===== config.mk =====
export PLATFORM = sky130hd
export DESIGN_NAME = spike_rate_decoder
export DESIGN_NICKNAME = d
export VERILOG_FILES = /design/src/rtl/spike_rate_decoder_pkg.sv /design/src/rtl/spike_rate_decoder_counter.sv /design/src/rtl/spike_rate_decoder.sv
export SDC_FILE = /design/constraint.sdc
export NUM_CORES = 1
export LEC_CHECK = 0
export BUFFER_PORTS_ARGS = -buffer_cell sky130_fd_sc_hd__buf_2
export CORE_ASPECT_RATIO = 1.2
export CORE_MARGIN = 8
export CORE_UTILIZATION = 40
export DETAILED_ROUTE_END_ITERATION = 16
export HOLD_SLACK_MARGIN = 0.1
export PLACE_DENSITY = 0.64
export SLEW_MARGIN = 40
export SYNTH_ARGS = -nofsm -noshare
export SYNTH_HDL_FRONTEND = slang
export SYNTH_SLANG_ARGS = --single-unit

===== constraint.sdc =====
create_clock -name clk -period 9.5 [get_ports clk]
set_input_delay 0.95 -clock clk [delete_from_list [all_inputs] [get_ports clk]]
set_output_delay 0.95 -clock clk [all_outputs]
set_load 0.01 [all_outputs]

===== src/rtl/spike_rate_decoder_pkg.sv =====
// Shared types and helpers for the spike rate decoder slice (package spk_pkg).
package spk_pkg;

   typedef enum logic {
      IDLE  = 1'b0,
      COUNT = 1'b1
   } state_t;

   localparam int unsigned CNT_W_DEF = 8;
   localparam int unsigned WIN_W_DEF = 8;

   // Increment that sticks at max instead of wrapping.
   function automatic logic [31:0] sat_inc(input logic [31:0] v, input logic [31:0] max);
      return (v >= max) ? v : v + 32'd1;
   endfunction

endpackage


===== src/rtl/spike_rate_decoder_counter.sv =====
// Per-channel saturating spike counter; nxt exposes the value including this cycle's spike.
module spike_counter
   import spk_pkg::*;
#(
   parameter int unsigned CNT_W = CNT_W_DEF
) (
   input  logic             clk,
   input  logic             rst_n,
   input  logic             clr,
   input  logic             inc,
   output logic [CNT_W-1:0] count,
   output logic [CNT_W-1:0] nxt
);

   localparam logic [31:0] MAX = 32'({CNT_W{1'b1}});

   assign nxt = inc ? CNT_W'(sat_inc(32'(count), MAX)) : count;

   always_ff @(posedge clk) begin
      if (!rst_n || clr) count <= '0;
      else               count <= nxt;
   end

endmodule


===== src/rtl/spike_rate_decoder.sv =====
// Spike-train to rate decoder: windowed per-channel counts streamed out one channel per beat.
// Optional smoothing: define SPK_DEC_EMA_EN to report a per-channel EMA instead of raw counts.
module spike_rate_decoder
   import spk_pkg::*;
#(
   parameter int unsigned NCH   = 4,
   parameter int unsigned CNT_W = CNT_W_DEF,
   parameter int unsigned WIN_W = WIN_W_DEF
) (
   input  logic                   clk,
   input  logic                   rst_n,
   input  logic                   en,
   input  logic [WIN_W-1:0]       win_len,
   input  logic [NCH-1:0]         spike_in,
   output logic                   out_valid,
   input  logic                   out_ready,
   output logic [$clog2(NCH)-1:0] out_ch,
   output logic [CNT_W-1:0]       out_rate,
   output logic                   overrun
);

   localparam int unsigned IDX_W = $clog2(NCH);

   state_t           state;
   logic [WIN_W-1:0] win_cnt;
   logic [WIN_W-1:0] win_load;
   logic [IDX_W-1:0] idx;
   logic             win_end;
   logic             clr;
   logic             last_acc;
   logic             load;
   logic [CNT_W-1:0] cnt_nxt [NCH];
   logic [CNT_W-1:0] cnt_q   [NCH];
   logic [CNT_W-1:0] snap    [NCH];

   assign win_load = (win_len == '0) ? WIN_W'(1) : win_len;
   assign win_end  = (state == COUNT) && en && (win_cnt == WIN_W'(1));
   assign clr      = (state == COUNT) && (!en || win_end);
   assign last_acc = out_valid && out_ready && (idx == IDX_W'(NCH - 1));
   // A window ending on the same edge the final beat is taken reloads instead of overrunning.
   assign load     = win_end && (!out_valid || last_acc);

   assign out_ch   = idx;
   assign out_rate = snap[idx];

   for (genvar i = 0; i < NCH; i++) begin : g_ch
      spike_counter #(.CNT_W(CNT_W)) u_cnt (
         .clk   (clk),
         .rst_n (rst_n),
         .clr   (clr),
         .inc   ((state == COUNT) && en && spike_in[i]),
         .count (cnt_q[i]),
         .nxt   (cnt_nxt[i])
      );

`ifdef SPK_DEC_EMA_EN
      logic [CNT_W+1:0] ema;
      logic [CNT_W+1:0] ema_nxt;
      assign ema_nxt = ema - (ema >> 2) + {2'b00, cnt_nxt[i]};

      // EMA advances on every window end, even when the snapshot is dropped.
      always_ff @(posedge clk) begin
         if (!rst_n) begin
            ema     <= '0;
            snap[i] <= '0;
         end else if (win_end) begin
            ema <= ema_nxt;
            if (load) snap[i] <= ema_nxt[CNT_W+1:2];
         end
      end
`else
      always_ff @(posedge clk) begin
         if (!rst_n)    snap[i] <= '0;
         else if (load) snap[i] <= cnt_nxt[i];
      end
`endif
   end

   always_ff @(posedge clk) begin
      if (!rst_n) begin
         state     <= IDLE;
         win_cnt   <= '0;
         idx       <= '0;
         out_valid <= 1'b0;
         overrun   <= 1'b0;
      end else begin
         case (state)
            IDLE: begin
               if (en) begin
                  state   <= COUNT;
                  win_cnt <= win_load;
               end
            end
            COUNT: begin
               if (!en)          state   <= IDLE;
               else if (win_end) win_cnt <= win_load;
               else              win_cnt <= win_cnt - WIN_W'(1);
            end
            default: state <= IDLE;
         endcase

         overrun <= 1'b0;
         if (load) begin
            out_valid <= 1'b1;
            idx       <= '0;
         end else begin
            if (win_end) overrun <= 1'b1;
            if (out_valid && out_ready) begin
               if (idx == IDX_W'(NCH - 1)) out_valid <= 1'b0;
               else                        idx       <= idx + IDX_W'(1);
            end
         end
      end
   end

endmodule


==> results.py <==
metrics = {
    "placed_design": {
        "dp_cells": 494,
        "gp_congestion": 0.8399,
        "dpl.hpwl_mm": 5.409,
        "port_buffers": 27,
    },
    "timing": {
        "whs_ps": 526.6,
        "finalSetupViolCount": 0,
        "worst_pin_slew_ps": 687.4,
        "slew_headroom_pct": 53.78,
        "tns_ps": 0,
        "fin_worst_skew_ps": 7.066,
        "clock.fmax_ghz": 0.3696,
        "layout_min_cycle_time_ps": 2706,
        "drv_slew": 0,
        "finalCritPeriodShare_pct": 28.48,
        "rsz0062_at_grt": "no",
        "final-hold-violation-count": 0,
    },
    "clock_network": {
        "clock_latency_ps": 360,
        "numClockSinks": 79,
        "postCtsSetupBuffers": 0,
        "clock_tree.root_cell": "clkbuf_8",
        "ctsHoldBuffers": 0,
        "cts_inserted_buffers": 9,
        "clock_path_buffers": 2,
        "clk_transition_reported_paths_ps": 80,
        "cts_resized": 0,
        "htree_levels": 3,
        "cts_tree": "done",
    },
    "run": {
        "drv_cap": 0,
    },
    "floorplanning": {
        "die_area_um2": 12500,
        "start_util_pct": 40.80,
        "die_h_um": 120.9,
        "ios": 28,
        "die-width_um": 103.4,
        "row_count": 38,
        "core_area_um2": 8986,
    },
    "route": {
        "routedWlPerCell_um": 14.49,
        "drt_iter0_markers": 175,
        "drc": 0,
        "drtPass1Iterations": 4,
        "num_vias": 2676,
        "wl_mm": 7.392,
        "post_drt_via_cell_ratio": 5.247,
        "ant_nets": 0,
    },
    "synthesis": {
        "synth_compound_area_share_pct": 7.509,
        "ys.flop_type": "dfxtp_1",
        "syn-cell-area_um2": 3666,
        "syn_avg_cell_area_um2": 10.21,
        "synth_cells": 359,
        "synth-seq-cells": 79,
        "synth_top_family_by_area": "simple AND/OR/NAND/NOR gates",
        "muxShareOfSynthArea_pct": 9.283,
        "synthXorXnorAreaFrac_pct": 3.106,
        "synth_adder_area_share_pct": 2.389,
        "ys_types": 45,
        "async_reset_ff_share_pct": 0,
        "synthSimpleGateAreaFrac_pct": 22.94,
        "ys_warn_count": 0,
        "synth-edff-count": 32,
        "synth_fp_nets": 382,
        "ys_seq_area_share_pct": 51.88,
    },
    "min_path": {
        "worstHoldStart": "win_cnt[7]$_SDFFE_PN0P_",
        "holdPathEnd": "win_cnt[7]$_SDFFE_PN0P_",
        "hold_depth": 2,
        "worst_hold_path_type": "reg -> reg",
    },
    "power_and_ir_drop": {
        "cellLeakagePower_nw": 1.487,
        "ir_worst_vdd_mv": 0.07311,
        "power_density_nw_per_um2": 160.9,
        "power_uw": 662.8,
    },
    "critical_path": {
        "rrSetupSlack_ps": 6980,
        "crit-reg2reg-launch": "win_cnt[0]$_SDFFE_PN0P_",
        "critPathRequiredTime_ps": 8550,
        "reg2reg_depth": 5,
        "path_max_fanout": 8,
        "crit_type": "reg -> out",
        "r2r_end": "snap[3][5]$_SDFFCE_PN0P_",
        "endpoint_kind": "output pin",
        "start_kind": "register",
        "cp.arrival_ps": 1760,
    },
    "final_layout": {
        "area_growth_pct": 12.39,
        "final_common_cell": "nor2_1",
        "stdcell_count": 510,
        "multiInputGateArea_um2": 1688,
        "final_nets": 408,
        "final-seq-area_um2": 1902,
        "fillers": 827,
        "n_antenna_cell": 0,
        "final_layout_size_suffix_gt1_share_pct": 17.69,
        "layout_common_cells": "nor2_1, dfxtp_1, edfxtp_1",
        "fin_util_pct": 45.85,
    },
    "global_route": {
        "grtUsageTotal_pct": 13.24,
        "grt_pass1_vias": 2605,
        "antenna_found_initial": 0,
        "grt_pass1_wl_mm": 12.73,
        "grt.overflow.total": 0,
        "grt_max_degree": 37,
    },
    "outcome": {
        "status": "complete, no violations",
    },
}
worst max-delay path by stage:
stage / end / from / cells past startpoint / slack [ps]
3_5_place_dp: win_cnt[7]$_SDFFE_PN0P_ / en / 6 / 6860
3_3_place_gp: win_cnt[2]$_SDFFE_PN0P_ / en / 6 / 6620
4_1_cts: out_rate[4] / register / 2 / 6710
2_1_floorplan: snap[0][0]$_SDFFCE_PN0P_ / win_cnt[0]$_SDFFE_PN0P_ / 4 / 5020
5_1_grt: out_rate[4] / register / 2 / 6650
6_report: out_rate[4] / register / 2 / 6790
metal layers:
metal / GRT usage (%) / part of all wire [%] / vias up
met4: 6.528 / 2.3 / 0
met3: 3.617 / 4.9 / 15
met5: 0 / 0 / -
met2: 21.41 / 50 / 54
met1: 15.68 / 43 / 1267
li1: - / - / 1340
through the flow:
step	setup WS (ps)	instance area [µm²]
6_report	6794	4120
5_1_grt	6645	4120
4_1_cts	6714	4111
3_5_place_dp	6860	3904
3_3_place_gp	6622	3896
2_1_floorplan	5023	3666
registers in the layout (all words and copies together) (netlist names), named ones only:
name	cells
g_ch.u_cnt.count	32
win_cnt	8
out_ch	2
state	1
overrun	1
snap	32
out_valid	1
power breakdown:
group          internal (mW)  switching [mW]  leakage [nW]  total [mW]
Clock                  0.135           0.120         0.105       0.255
Combinational         0.0159          0.0242         0.674      0.0402
Sequential             0.361         0.00691         0.708       0.367
worst max-delay path, stage by stage, from the launching register on:
cell,delay [ps]
dfxtp_1,660
mux4_2,580
buf_2,160
cells by family (layout without fill, tap and decap cells):
kind of cell / Yosys count / count (layout)
simple gates: 174 / 174
mux: 24 / 24
buf+inv: 20 / 51
fa+ha+maj: 7 / 7
xor+xnor: 13 / 13
flops: 79 / 79
compound gates: 42 / 42
layout make-up:
| type | instances | share of cell area [%] |
|---|---|---|
| well taps | 120 | 3.644 |
| multi-input cells | 260 | 40.97 |
| clock buffers | 11 | 3.674 |
| inverters | 6 | 0.5466 |
| repair buffers | 29 | 3.644 |
| clock inverters | 5 | 1.367 |
| flip-flops and latches | 79 | 46.16 |
Yosys cell counts (2+ instances only):
cell type	number	area, µm²
and3_1	7	43.79
o31ai_1	3	22.52
nor3b_1	2	15.01
nand4_1	9	56.30
nand3_1	14	70.07
mux4_2	8	180.2
nor2_2	10	62.56
a211oi_1	2	15.01
a21boi_0	5	37.54
buf_1	3	11.26
nor4_1	4	25.02
inv_1	6	22.52
nor2_1	69	259.0
and2_1	6	37.54
nand2_1	28	105.1
dfxtp_1	47	940.9
edfxtp_1	32	960.9
nand2b_1	5	31.28
xor2_1	8	70.07
nor3_1	9	45.04
nand3b_1	2	15.01
buf_6	4	45.04
xnor2_1	5	43.79
o211ai_1	4	30.03
and4_1	3	26.28
o21ai_0	13	65.06
clkbuf_1	6	22.52
mux2i_1	16	160.2
a21oi_1	6	30.03
o311ai_0	2	17.52
ha_1	7	87.58
No activity file was read; power rests on OpenSTA's default activity.
